<file path="src/rtl/triwave_pkg.sv">
// Shared types and default sizes for the triangle/saw PWM generator.
package triwave_pkg;

  typedef enum logic [1:0] {
    MODE_TRI    = 2'b00,
    MODE_SAW_UP = 2'b01,
    MODE_SAW_DN = 2'b10,
    MODE_HOLD   = 2'b11
  } mode_e;

  localparam int unsigned DEF_WIDTH       = 8;
  localparam int unsigned DEF_PRE_W       = 16;
  localparam int unsigned DEF_DEAD_CYCLES = 2;

endpackage

</file>
<file path="src/rtl/triwave_prescaler.sv">
// Tick prescaler: counts 0..prescale and fires tick on the wrap cycle.
module triwave_prescaler #(
  parameter int unsigned PRE_W = 16
) (
  input  logic             sysclk,
  input  logic             rst_n,
  input  logic             clr,
  input  logic [PRE_W-1:0] prescale,
  output logic             tick
);

  logic [PRE_W-1:0] cnt_q, cnt_d;

  always_comb begin
    tick  = !clr && (cnt_q == prescale);
    cnt_d = cnt_q + PRE_W'(1);
    if (clr || tick) cnt_d = '0;
  end

  always_ff @(posedge sysclk or negedge rst_n) begin
    if (!rst_n) cnt_q <= '0;
    else        cnt_q <= cnt_d;
  end

endmodule

</file>
<file path="src/rtl/triwave_pwm_generator.sv">
// Multi-mode wave generator with shadowed settings and registered PWM compare.
// Define TRIWAVE_DEADTIME_EN to add complementary Pulse_n with dead-time insertion.
module triwave_pwm_generator
  import triwave_pkg::*;
#(
  parameter int unsigned WIDTH       = DEF_WIDTH,
  parameter int unsigned PRE_W       = DEF_PRE_W,
  parameter int unsigned DEAD_CYCLES = DEF_DEAD_CYCLES
) (
  input  logic             sysclk,
  input  logic             rst_n,
  input  logic             Enable_SW,
  input  logic [1:0]       mode,
  input  logic [WIDTH-1:0] peak,
  input  logic [WIDTH-1:0] step,
  input  logic [PRE_W-1:0] prescale,
  input  logic [WIDTH-1:0] duty,
  output logic [WIDTH-1:0] wave,
  output logic             Pulse,
  output logic             dir,
  output logic             period_start
`ifdef TRIWAVE_DEADTIME_EN
  ,
  output logic             Pulse_n
`endif
);

  logic             en_q;
  logic [WIDTH-1:0] wave_q, wave_d;
  logic             dir_q, dir_d;
  logic             ps_q, ps_d;
  logic             pulse_q, pulse_d;
  logic [WIDTH-1:0] hold_cnt_q, hold_cnt_d;
  mode_e            mode_sh_q;
  logic [WIDTH-1:0] peak_sh_q, step_sh_q, duty_sh_q;
  logic [PRE_W-1:0] pre_sh_q;
  logic [WIDTH-1:0] step_eff;
  logic [WIDTH:0]   sum;
  logic             tick;

  triwave_prescaler #(.PRE_W(PRE_W)) u_prescaler (
    .sysclk   (sysclk),
    .rst_n    (rst_n),
    .clr      (!Enable_SW || !en_q),
    .prescale (pre_sh_q),
    .tick     (tick)
  );

  always_comb begin
    step_eff   = (step_sh_q == '0) ? WIDTH'(1) : step_sh_q;
    sum        = {1'b0, wave_q} + {1'b0, step_eff};
    wave_d     = wave_q;
    dir_d      = dir_q;
    ps_d       = 1'b0;
    hold_cnt_d = hold_cnt_q;
    if (!Enable_SW) begin
      wave_d     = '0;
      dir_d      = 1'b1;
      hold_cnt_d = '0;
    end else if (!en_q) begin
      ps_d   = 1'b1;
      wave_d = (mode == MODE_SAW_DN) ? peak : '0;
      dir_d  = (mode != MODE_SAW_DN);
    end else if (tick) begin
      case (mode_sh_q)
        MODE_TRI: begin
          // peak=0 collapses the period to a single tick
          if (peak_sh_q == '0) begin
            wave_d = '0;
            dir_d  = 1'b1;
            ps_d   = 1'b1;
          end else if (dir_q) begin
            if (sum >= {1'b0, peak_sh_q}) begin
              wave_d = peak_sh_q;
              dir_d  = 1'b0;
            end else begin
              wave_d = sum[WIDTH-1:0];
            end
          end else if (wave_q <= step_eff) begin
            wave_d = '0;
            dir_d  = 1'b1;
            ps_d   = 1'b1;
          end else begin
            wave_d = wave_q - step_eff;
          end
        end
        MODE_SAW_UP: begin
          dir_d = 1'b1;
          if (sum > {1'b0, peak_sh_q}) begin
            wave_d = '0;
            ps_d   = 1'b1;
          end else begin
            wave_d = sum[WIDTH-1:0];
          end
        end
        MODE_SAW_DN: begin
          dir_d = 1'b0;
          if (wave_q < step_eff) begin
            wave_d = peak_sh_q;
            ps_d   = 1'b1;
          end else begin
            wave_d = wave_q - step_eff;
          end
        end
        default: begin
          hold_cnt_d = hold_cnt_q + WIDTH'(1);
          ps_d       = (hold_cnt_q == '1);
        end
      endcase
    end
    if (ps_d) hold_cnt_d = '0;
  end

`ifdef TRIWAVE_DEADTIME_EN
  localparam int unsigned DT_W = $clog2(DEAD_CYCLES + 1) + 1;

  logic            raw, raw_q, settled;
  logic            pulse_n_q, pulse_n_d;
  logic [DT_W-1:0] dt_cnt_q, dt_cnt_d;

  // Either output may rise only once the compare has held for DEAD_CYCLES edges.
  always_comb begin
    raw       = (wave_q < duty_sh_q);
    settled   = (raw == raw_q) && (dt_cnt_q >= DT_W'(DEAD_CYCLES));
    pulse_d   = Enable_SW && raw && settled;
    pulse_n_d = Enable_SW && !raw && settled;
    if (!Enable_SW || (raw != raw_q)) dt_cnt_d = '0;
    else if (dt_cnt_q < DT_W'(DEAD_CYCLES)) dt_cnt_d = dt_cnt_q + DT_W'(1);
    else dt_cnt_d = dt_cnt_q;
  end

  always_ff @(posedge sysclk or negedge rst_n) begin
    if (!rst_n) begin
      raw_q     <= 1'b0;
      dt_cnt_q  <= '0;
      pulse_n_q <= 1'b0;
    end else begin
      raw_q     <= raw;
      dt_cnt_q  <= dt_cnt_d;
      pulse_n_q <= pulse_n_d;
    end
  end

  assign Pulse_n = pulse_n_q;
`else
  always_comb begin
    pulse_d = Enable_SW && (wave_q < duty_sh_q);
  end
`endif

  always_ff @(posedge sysclk or negedge rst_n) begin
    if (!rst_n) begin
      en_q       <= 1'b0;
      wave_q     <= '0;
      dir_q      <= 1'b1;
      ps_q       <= 1'b0;
      pulse_q    <= 1'b0;
      hold_cnt_q <= '0;
      mode_sh_q  <= MODE_TRI;
      peak_sh_q  <= '0;
      step_sh_q  <= '0;
      duty_sh_q  <= '0;
      pre_sh_q   <= '0;
    end else begin
      en_q       <= Enable_SW;
      wave_q     <= wave_d;
      dir_q      <= dir_d;
      ps_q       <= ps_d;
      pulse_q    <= pulse_d;
      hold_cnt_q <= hold_cnt_d;
      if (ps_d) begin
        mode_sh_q <= mode_e'(mode);
        peak_sh_q <= peak;
        step_sh_q <= step;
        duty_sh_q <= duty;
        pre_sh_q  <= prescale;
      end
    end
  end

  assign wave         = wave_q;
  assign Pulse        = pulse_q;
  assign dir          = dir_q;
  assign period_start = ps_q;

endmodule

</file>
<file path="config.mk">
export PLATFORM = sky130hd
export DESIGN_NAME = triwave_pwm_generator
export DESIGN_NICKNAME = d
export VERILOG_FILES = /design/src/rtl/triwave_pkg.sv /design/src/rtl/triwave_prescaler.sv /design/src/rtl/triwave_pwm_generator.sv
export SDC_FILE = /design/constraint.sdc
export NUM_CORES = 1
export LEC_CHECK = 0
export BUFFER_PORTS_ARGS = -buffer_cell sky130_fd_sc_hd__buf_4
export CORE_ASPECT_RATIO = 2
export CORE_MARGIN = 2
export CORE_UTILIZATION = 46
export CTS_CLUSTER_SIZE = 28
export DETAILED_ROUTE_END_ITERATION = 10
export GPL_TIMING_DRIVEN = 0
export SETUP_SLACK_MARGIN = 0.4
export SYNTH_ARGS = -nofsm -noshare
export SYNTH_HDL_FRONTEND = slang
export SYNTH_SLANG_ARGS = --single-unit
</file>
<file path="constraint.sdc">
create_clock -name sysclk -period 7.7 [get_ports sysclk]
set_input_delay 0.77 -clock sysclk [delete_from_list [all_inputs] [get_ports sysclk]]
set_output_delay 0.77 -clock sysclk [all_outputs]
set_load 0.05 [all_outputs]
</file>
==> results of run 1 <==
[power groups by stage]
stage | registers (mW) | logic [mW] | clock network, mW
CTS | 0.509 | 0.635 | 0.453
floorplan | 0.523 | 0.433 | 0
detailed placement | 0.516 | 0.629 | 0
global placement | 0.515 | 0.623 | 0
finish | 0.509 | 0.637 | 0.445
global route | 0.514 | 0.691 | 0.472
[critical path, cell delays in order, from the launching register on]
cell	delay [ns]
dfrtp_1	0.42
inv_1	0.12
a41o_1	0.27
ha_1	0.21
fa_1	0.42
nand2b_4	0.12
a211oi_1	0.11
o311ai_0	0.63
inv_1	0.11
ha_1	0.37
nand4_1	0.10
or2_2	0.33
o221a_2	0.16
o21ai_2	0.22
a311oi_2	0.16
o21ai_4	0.30
buf_6	0.26
mux2_4	0.32
[synth_stat cells (all sizes together), types with 8 or more instances]
| master | number | area [µm²] |
|---|---|---|
| o21ai | 17 | 104 |
| nor2 | 39 | 146 |
| a31oi | 11 | 68.8 |
| buf | 11 | 85.1 |
| a221oi | 8 | 76.3 |
| clkbuf | 12 | 45.0 |
| and3 | 8 | 55.1 |
| mux2i | 8 | 80.1 |
| ha | 38 | 475 |
| dfrtp | 77 | 1930 |
| nand3 | 25 | 125 |
| mux2 | 46 | 664 |
| a21oi | 18 | 105 |
| nand4 | 9 | 56.3 |
| nor3 | 12 | 71.3 |
| nand2b | 9 | 63.8 |
| nand2 | 32 | 120 |
| xor2 | 23 | 201 |
| nor4 | 12 | 96.3 |
| inv | 38 | 143 |
| xnor2 | 9 | 78.8 |
| or3 | 11 | 68.8 |
[cell usage in the layout (no fill, tap or decap), drive strengths merged, types with 3 or more instances in the layout]
cell	count
a221o	3
nand2	32
nor2	39
or3	11
nand2b	9
nor3	12
clkbuf	21
a31o	4
a22oi	4
a221oi	8
o21ai	17
xnor2	9
nor4	12
o31ai	3
nor3b	3
dfrtp	77
inv	41
and3	8
a211o	4
a21oi	18
nand4	9
nor2b	7
a211oi	7
mux2i	8
a31oi	11
a21o	6
xor2	23
or2	4
nand3b	4
nand3	25
clkinvlp	3
ha	38
mux2	46
buf	66
[final timing paths]
path | start | endpoint | slack (ns) | depth (start not counted)
worst max-delay path | step_sh_q[1] | pre_sh_q[15] | 2.95 | 17
worst min-delay path | duty_sh_q[3] | duty_sh_q[3] | 0.50 | 1
max in group asynchronous | rst_n | peak_sh_q[0] | 6.45 | 1
min in group asynchronous | rst_n | peak_sh_q[4] | 0.57 | 1
worst max register to register | step_sh_q[1] | pre_sh_q[15] | 2.95 | 17
worst min register to register | duty_sh_q[3] | duty_sh_q[3] | 0.50 | 1
[per-stage QoR]
| stage | power (mW) | util (%) | cell area, µm² |
|---|---|---|---|
| floorplan | 0.956 | - | 5490 |
| global placement | 1.14 | 52.0 | 6090 |
| detailed placement | 1.14 | 52.0 | 6090 |
| CTS | 1.60 | 54.7 | 6390 |
| global route | 1.68 | 54.7 | 6390 |
| finish | 1.59 | 54.7 | 6390 |
[sequential cells by signal, summed over array words and instances, names as in the netlist]
signal and flops:
step_sh_q 8, dir 1, u_prescaler.cnt_q 16, Pulse 1
duty_sh_q 8, pre_sh_q 16, en_q 1, hold_cnt_q 8
mode_sh_q 2, peak_sh_q 8, wave 8, period_start 1
[logic make-up (layout without fill, tap and decap cells)]
| kind of cell | Yosys count | after routing | share of synthesized area [%] |
|---|---|---|---|
| simple gates | 179 | 179 | 17.5 |
| compound gates | 103 | 103 | 13.9 |
| flops | 78 | 78 | 35.6 |
| buf+inv | 61 | 132 | 4.96 |
| mux | 54 | 54 | 13.6 |
| fa+ha+maj | 40 | 40 | 9.38 |
| xor+xnor | 32 | 32 | 5.10 |
[per-layer routing]
| metal | up-vias | GRT usage (%) | wire [µm] |
|---|---|---|---|
| met1 | 2178 | 24.7 | 5430 |
| met3 | 61 | 3.85 | 538 |
| met2 | 137 | 49.6 | 8860 |
| met4 | 0 | 16.2 | 1040 |
| met5 | - | 0 | 0 |
| li1 | 2112 | - | - |
[final cells by class]
class	count	area, µm²
buffer	23	130
clock buffer	9	225
clock inverter	7	81.3
fill	1082	5310
inverter	38	143
multi-input combinational	408	3270
sequential	78	1950
tap	145	181
timing repair buffer	55	413
==> metrics.md, run 1 <==
| Metric | Value |
|---|---|
| Switching power | between 0.6 and 0.7 mW |
| Gr ovfl total | 0 |
| Worst clock skew | around 0.012 ns |
| Average size of a mapped cell | 10.0 µm² |
| Final worst slack | between 2 and 3 ns |
| WHS | about 0.50 ns |
| Slew Viols, Final | 0 |
| Worst-skew pair later-pin latency | between 0.3 and 0.4 ns |
| Vias in the first global route | between 4000 and 5000 |
| CP max FO | 10 |
| CTS tree | done |
| DRT Pass-1 Iters | 4 |
| Crit path time final | 4.75 ns |
| Hold Buf Count CTS | 0 |
| Setup violations, final | 0 |
| Antenna cells | 0 |
| Die H | 159 µm |
| Post-Layout Cell Count | between 700 and 800 |
| CTS H-tree lvls | 3 |
| FMAX | 210 MHz |
| CTS resizes | 0 |
| Port Buffers | 55 |
| Sw Ratio | a little under two fifths |
| Antenna Nets Post-Route | 0 |
| IO Pins | between 50 and 60 |
| Worst setup SP type | flip-flop |
| Gate Count Post-Synth | around 550 |
| Postcts setup bufs | 0 |
| Floorplan Core Area | 11700 µm² |
| Leak | around 3.0 nW |
| Ys flop type | dfrtp_1 |
| Area growth syn-to-layout | 16.4% |
| Routability Congestion | 0.997 |
| Clk sinks | a little under 80 |
| Share of cells above drive strength 1 | about a quarter |
| Comb pwr share | approximately two fifths |
| VDD IR max | 160 µV |
| Share of power burned in registers | between 30% and 40% |
| Largest net degree at the start of global routing | 79 |
| Internal power | about 0.98 mW |
| Status | completed |
| Setup CP Type | flip-flop to flip-flop |
| Pre-CTS setup slack | between 2 and 3 ns |
| Period utilisation layout | roughly three fifths |
| Final setup TNS | 0 ns |
| Clock share of power | ~28% |
| Clock transition at path regs | about 0.07 ns |
| Clock buffer depth | 2 |
| Crit. End Element | flip-flop |
| YS warnings | 0 |
| Count of final hold-check violations | 0 |
| Row count | 56 |
| CTS buffer count | 9 |
| Via count | between 4000 and 5000 |
| EDFF count, synth | 0 |
| Placed cells | between 700 and 800 |
| Required time worst endpoint | 7.92 ns |
| Synthesized cell area | approximately 5500 µm² |
| Routed length per instance | 20.8 µm |
| Routed wire length | approximately 16000 µm |
| Worst endpoint data arrival time | between 4 and 5 ns |
| Hold crit path type | flip-flop to flip-flop |
| Die Footprint | between 10000 and 15000 µm² |
| First-pass GRT wire length | 24600 µm |
| Die width | 81.3 µm |
| Rel. slew slack | about a third |
| Distinct cells, synth | 70 |
| Initial core utilization | between 40% and 50% |
| Power per Cell Area | about 250 nW/µm² |
| Least-Margin Pin Slew | between 1 and 1.5 ns |
| Seq/Total Area, Yosys | about 36% |
| Net Count, Synth | approximately 630 |
| Clock Root Buffer | clkbuf_16 |
| Initial antenna violation count | 0 |
| Post-detail-place hpwl | roughly 12000 µm |
| Yosys reg bits | between 70 and 80 |
| Initial DRC count | 239 |
| Gr usage total | between 20% and 30% |
| Nets@finish | 698 |
| Max_cap viols | 0 |
| RSZ-0062 raised after global routing | false |
| Vias per cell | 5.88 |
| DRC | 0 |
| Post-synth ARST share | 100% |
(Power assumes the default switching activity.)
==> run 2, diff against run 1 <==
Clock period 7.7 ns to 4.6 ns, I/O delays scaled along.
==> run 2 against run 1 <==
Count of clock-buffer cells in the layout is the same. Die area is the same. Sequential cell count is the same. Combinational power grew 84%. Clock power grew 68%. Critical path depth grew 2. Sequential power grew 67%. Non-clock buffer count grew 12. Hold slack lost 0.22 ns. Register-to-register slack lost 2.4 ns. Critical path type unchanged.
==> metrics.md, run 2 (synthesis results as in run 1) <==
| Metric | Value |
|---|---|
| Status | completed |
| Internal power | 1.71 mW (+74%) |
| IO Pins | 56 (unchanged) |
| Power per Cell Area | 414 nW/µm² (+67%) |
| Worst setup SP type | flip-flop |
| DRC | 0 (unchanged) |
| Post-detail-place hpwl | 12300 µm (unchanged) |
| Initial core utilization | 47.0% (unchanged) |
| Most common cell after layout, fill and taps aside | dfrtp_1 |
| FMAX | 246 MHz (+17%) |
| Max_cap viols | 0 (unchanged) |
| Gr usage total | 26.5% (+0.58 points) |
| Worst endpoint data arrival time | 4.29 ns (-0.68 ns) |
| Rel. slew slack | 31.9% (-1.2 points) |
| CTS buffer count | 9 (unchanged) |
| Switching power | 1.07 mW (+76%) |
| Most frequent cells in the layout | dfrtp_1, buf_4, nor2_1, mux2_4 |
| Clk sinks | 78 (unchanged) |
| Nets@finish | 710 (+1.7%) |
| Floorplan Core Area | 11700 µm² (unchanged) |
| Slew Viols, Final | 0 (unchanged) |
| Largest net degree at the start of global routing | 79 (unchanged) |
| Vias per cell | 5.94 (+0.95%) |
| First-pass GRT wire length | 25100 µm (+2.0%) |
| Area growth syn-to-layout | 21.9% |
| Antenna cells | 0 (unchanged) |
| Routability Congestion | 0.997 (unchanged) |
| Clock transition at path regs | 0.07 ns (about the same) |
| VDD IR max | 313 µV (+95%) |
| Worst clock skew | 0.0133 ns (+0.00130 ns) |
| Initial antenna violation count | 0 (unchanged) |
| Sw Ratio | 38.4% (+0.30 points) |
| Leak | 3.18 nW (+4.5%) |
| Clock buffer depth | 2 (unchanged) |
| Worst-skew pair later-pin latency | 0.35 ns (about the same) |
| Antenna Nets Post-Route | 0 (unchanged) |
| Initial DRC count | 230 (-3.8%) |
| Vias in the first global route | 4833 (+2.0%) |
| Row count | 56 (unchanged) |
| Comb pwr share | 42.3% (+2.3 points) |
| Hold crit path type | primary input to async pin |
| Routed length per instance | 21.2 µm (+1.8%) |
| Overall power | 2.77 mW (+74%) |
| Count of final hold-check violations | 0 (unchanged) |
| Gr ovfl total | 0 (unchanged) |
| Die H | 159 µm (unchanged) |
| Clock share of power | 27.0% (-1.0 points) |
| Hold Buf Count CTS | 0 (unchanged) |
| Via count | 4602 (+2.5%) |
| Biggest regs | pre_sh_q x16, u_prescaler.cnt_q x16 |
| Share of power burned in registers | 30.7% (-1.3 points) |
| Routed wire length | 16400 µm (+3.4%) |
| Required time worst endpoint | 4.82 ns (-3.10 ns) |
| CP max FO | 8 (-2) |
| Crit. End Element | flip-flop |
| Port Buffers | 55 (unchanged) |
| Clock Root Buffer | clkbuf_16 |
| Crit path time final | 4.06 ns (-0.688 ns) |
| CTS tree | done |
| RSZ-0062 raised after global routing | true |
| CTS H-tree lvls | 3 (unchanged) |
| Setup CP Type | flip-flop to flip-flop |
| Final setup TNS | 0 ns (unchanged) |
| Period utilisation layout | 88.4% (+27 points) |
| Die width | 81.3 µm (unchanged) |
| Share of cells above drive strength 1 | 27.8% (+3.7 points) |
| Setup violations, final | 0 (unchanged) |
| Die Footprint | 12900 µm² (unchanged) |
| DRT Pass-1 Iters | 7 (+3) |
| Least-Margin Pin Slew | 1.02 ns (+0.0174 ns) |
==> run 2: cell count changes in the layout (fill, tap and decap cells not counted), moves of 2 or more <==
cell     change
xnor2_1      -3
xnor2_2      +3
buf_6        -4
ha_1         -2
buf_12       +5
buf_4        +9
==> run 2: power by group through the flow <==
| stage | Clock (mW) | Sequential [mW] | Combinational (mW) |
|---|---|---|---|
| 2_1_floorplan | 0 | 0.875 | 0.725 |
| 3_3_place_gp | 0 | 0.863 | 1.04 |
| 3_5_place_dp | 0 | 0.863 | 1.05 |
| 4_1_cts | 0.759 | 0.850 | 1.14 |
| 5_1_grt | 0.789 | 0.859 | 1.26 |
| 6_report | 0.749 | 0.851 | 1.17 |
==> run 2: metrics by stage <==
| stage | instance area (µm²) | util (%) | worst slack [ns] | hold WS, ns | cells |
|---|---|---|---|---|---|
| floorplan | 5490 | - | 0.551 | 0.164 | 547 |
| global placement | 6090 | 52.0 | -0.197 | 0.480 | 747 |
| detailed placement | 6090 | 52.0 | -0.185 | 0.491 | 747 |
| CTS | 6630 | 56.6 | 0.437 | 0.275 | 774 |
| global route | 6700 | 57.2 | 0.397 | 0.284 | 775 |
| finish | 6700 | 57.2 | 0.536 | 0.278 | 775 |
==> run 2: final timing paths <==
path,start,depth (start not counted),slack (ns),to
max,step_sh_q[2],19,0.54,duty_sh_q[6]
min,rst_n,1,0.28,peak_sh_q[4]
max reg2reg,step_sh_q[2],19,0.54,duty_sh_q[6]
min reg2reg,duty_sh_q[3],1,0.50,duty_sh_q[3]
max in group asynchronous,rst_n,1,3.61,step_sh_q[4]
min in group sysclk,Enable_SW,1,0.28,en_q
==> run 2: what timing repair did <==
item | CTS | global route
gates cloned | 1 | 1
setup buffers | 10 | 0
gates resized for setup | 24 | 8
pin swaps | 12 | 6
endpoints found under the setup margin | 57 | 50
==> run 2: worst max-delay path, cell delays in order (launching register included) <==
cell	delay (ns)
dfrtp_1	0.39
nor4_2	0.27
a41o_1	0.22
ha_2	0.19
fa_2	0.23
nand2b_4	0.09
a211oi_4	0.32
nand2_2	0.11
o311ai_4	0.11
inv_2	0.08
ha_4	0.29
o21ai_1	0.06
nor2_1	0.21
o221a_4	0.27
o21ai_4	0.07
a311oi_4	0.33
o21ai_4	0.09
buf_12	0.16
clkbuf_16	0.17
mux2_4	0.29
==> run 2: layout make-up <==
cell class	count	area [µm²]
Buffer	23	165
Clock buffer	9	225
Clock inverter	7	81.3
Fill cell	1048	5000
Inverter	38	143
Multi-Input combinational cell	408	3390
Sequential cell	78	1950
Tap cell	145	181
Timing Repair Buffer	67	553
==> run 2: routing by layer <==
metal  track usage, %  wire [µm]
met5                0          0
met4             15.5       1070
met2             51.6       9150
met1             24.9       5560
met3             3.91        627
==> run 3, diff against run 2 <==
Settings changed: GPL_TIMING_DRIVEN 0 to 1.
==> run 3 against run 2 <==
Non-clock buffer count is 7 lower. Die area stayed put. Utilization is 0.13 points higher. Cell area is 0.22% higher. Highest routed layer unchanged. Power is 1.1% higher. Critical path type unchanged. Clock power is 2% higher. Register-to-register slack worse by 0.02 ns. Sequential cell count stayed put. Clock skew is 0.0063 ns lower. Critical endpoint is now pre_sh_q[0].
==> metrics.md, run 3 (synthesis results as in run 1) <==
| Metric | Value |
|---|---|
| Status | completed |
| Post-Layout Cell Count | 768 (-0.90%) |
| VDD IR max | 274 µV (-12%) |
| Die H | 159 µm (unchanged) |
| Critical R2R Launch | step_sh_q[2] |
| Via count | 4527 (-1.6%) |
| IO Pins | 56 (unchanged) |
| Worst R2R End | pre_sh_q[0] |
| FMAX | 245 MHz (-0.54%) |
| Clk sinks | 78 (unchanged) |
| Floorplan Core Area | 11700 µm² (unchanged) |
| Required time worst endpoint | 4.82 ns (about the same) |
| Hold crit path type | primary input to async pin |
| Share of cells above drive strength 1 | 29.1% (+1.3 points) |
| Post-detail-place hpwl | 11900 µm (-3.7%) |
| Crit. End Element | flip-flop |
| Setup CP Type | flip-flop to flip-flop |
| DRC | 0 (unchanged) |
| CP max FO | 8 (unchanged) |
| CP dominant cell by count | buf_4 |
| Met3 Wirelength | 565 µm (-9.9%) |
| Worst endpoint data arrival time | 4.31 ns (+0.02 ns) |
| Die width | 81.3 µm (unchanged) |
| Rel. slew slack | 31.2% (-0.70 points) |
| Slew Viols, Final | 0 (unchanged) |
| CP max stage delay | 0.39 ns (about the same) |
| Clock transition at path regs | 0.06 ns (about the same) |
| Number of fill cells | 1052 (+0.38%) |
| Worst clock skew | 0.00705 ns (-0.00628 ns) |
| Nets@finish | 703 (-0.99%) |
| Core Util, Final | 57.4% (+0.13 points) |
| Row count | 56 (unchanged) |
| Most common cell after layout, fill and taps aside | dfrtp_1 |
| Routed length per instance | 21.3 µm (+0.44%) |
| Clock Root Buffer | clkbuf_16 |
| Routed wire length | 16300 µm (-0.46%) |
| Gr ovfl total | 0 (unchanged) |
| Critical-path top delay cell | dfrtp_1 |
| Routability Congestion | 1.03 (+3.0%) |
| Antenna Nets Post-Route | 0 (unchanged) |
| Setup violations, final | 0 (unchanged) |
| Initial DRC count | 252 (+9.6%) |
| R2R cell count | 19 (unchanged) |
| Gr usage total | 26.1% (-0.45 points) |
| Met2 wire length | 8950 µm (-2.2%) |
| Period utilisation layout | 88.8% (+0.48 points) |
| First-pass GRT wire length | 24300 µm (-3.0%) |
| Crit path time final | 4.09 ns (+0.0222 ns) |
| Port Buffers | 55 (unchanged) |
| Overall power | 2.80 mW (+1.1%) |
| Vias in the first global route | 4528 (-6.3%) |
| Area growth syn-to-layout | 22.2% |
| Critical-path cell list | nor4_2 -> a41o_1 -> ha_2 -> fa_2 -> nand2b_4 -> a211oi_4 -> buf_4 -> o311ai_4 -> inv_2 -> ha_4 -> a22oi_2 -> nand2_2 -> o221a_4 -> o21ai_2 -> a311oi_2 -> o21ai_4 -> buf_4 -> bufbuf_16 -> mux2_4 |
| Worst setup SP type | flip-flop |
| Count of final hold-check violations | 0 (unchanged) |
| Largest net degree at the start of global routing | 79 (unchanged) |
| Antenna cells | 0 (unchanged) |
| DRT Pass-1 Iters | 4 (-3) |
| Initial antenna violation count | 0 (unchanged) |
| Max_cap viols | 0 (unchanged) |
| Vias per cell | 5.89 (-0.73%) |
| Leak | 3.20 nW (+0.60%) |
| Least-Margin Pin Slew | 1.03 ns (+0.0105 ns) |
| Most frequent cells in the layout | dfrtp_1, buf_4, nor2_1, mux2_4 |
| Top sig layer | met4 |
| CTS tree | done |
| Clock buffer depth | 2 (unchanged) |
| Worst-skew pair later-pin latency | 0.34 ns (about the same) |
| Biggest regs | pre_sh_q x16, u_prescaler.cnt_q x16 |
| CTS H-tree lvls | 3 (unchanged) |
| Die Footprint | 12900 µm² (unchanged) |
| CTS buffer count | 9 (unchanged) |
| Placed cells | 737 (-1.3%) |
| Initial core utilization | 47.0% (unchanged) |
| Wl on met1 | 5870 µm (+5.6%) |
| RSZ-0062 raised after global routing | true |
| Power per Cell Area | 418 nW/µm² (+0.87%) |
| Reg2reg setup slack | 0.51 ns (-0.02 ns) |
| Final setup TNS | 0 ns (unchanged) |
==> run 3: changes by cell type in the layout (fill, tap and decap cells not counted), moves of 2 or more <==
cell,before,now
buf_2,5,0
clkinv_2,0,2
xnor2_1,6,8
inv_6,2,0
clkbuf_1,12,1
buf_4,66,75
clkinvlp_4,3,1
xnor2_2,3,1
buf_12,5,3
==> run 3: worst max-delay path, delay by kind of cell (launching register included) <==
| family | cells | cell delay (ns) |
|---|---|---|
| AND/OR/NAND/NOR | 3 | 0.46 |
| buffers and inverters | 4 | 0.68 |
| flip-flops | 1 | 0.39 |
| AO/OA/AOI/OAI | 8 | 1.51 |
| multiplexers | 1 | 0.30 |
| adder cells (fa/ha/maj) | 3 | 0.63 |
==> run 3: metal layers <==
layer / vias up / track usage (%)
li1: 2115 / -
met1: 2213 / 26.6
met2: 152 / 48.2
met3: 47 / 3.63
met4: 0 / 16.1
met5: - / 0
==> run 3: stage by stage <==
stage	worst slack [ns]	area, µm²	hold slack (ns)
after floorplan	0.551	5490	0.164
after global placement	0.280	6070	0.477
after detailed placement	0.133	6070	0.487
after CTS	0.416	6590	0.280
after global routing	0.337	6710	0.287
final	0.513	6710	0.292
==> run 3: worst max path at each step <==
stage | from | to | slack [ns]
floorplan | step_sh_q[1] | duty_sh_q[6] | 0.55
global placement | step_sh_q[1] | duty_sh_q[3] | 0.28
detailed placement | step_sh_q[1] | duty_sh_q[3] | 0.13
CTS | step_sh_q[3] | step_sh_q[4] | 0.42
global route | step_sh_q[2] | step_sh_q[3] | 0.34
finish | step_sh_q[2] | pre_sh_q[0] | 0.51
==> run 3: power breakdown <==
part	internal, mW	switching, mW	leakage (nW)	total [mW]
logic	0.537	0.649	2.07	1.19
registers	0.760	0.0924	0.981	0.852
clock network	0.475	0.292	0.152	0.767
total	1.77	1.03	3.20	2.80
==> run 3: layout make-up <==
type	count	area (µm²)	area share, %
Clock buffer	10	229	3.41
Clock inverter	6	86.3	1.29
Inverter	38	143	2.12
Multi-Input combinational cell	408	3370	50.3
Sequential cell	78	1950	29.1
Tap cell	145	181	2.70
Timing Repair Buffer	83	747	11.1
==> run 3: what timing repair did <==
item,CTS,global route
gates cloned,3,1
setup endpoints to repair,42,42
pin swaps,5,11
resized for setup,13,15
setup buffers,7,4
hold buffers,0,0
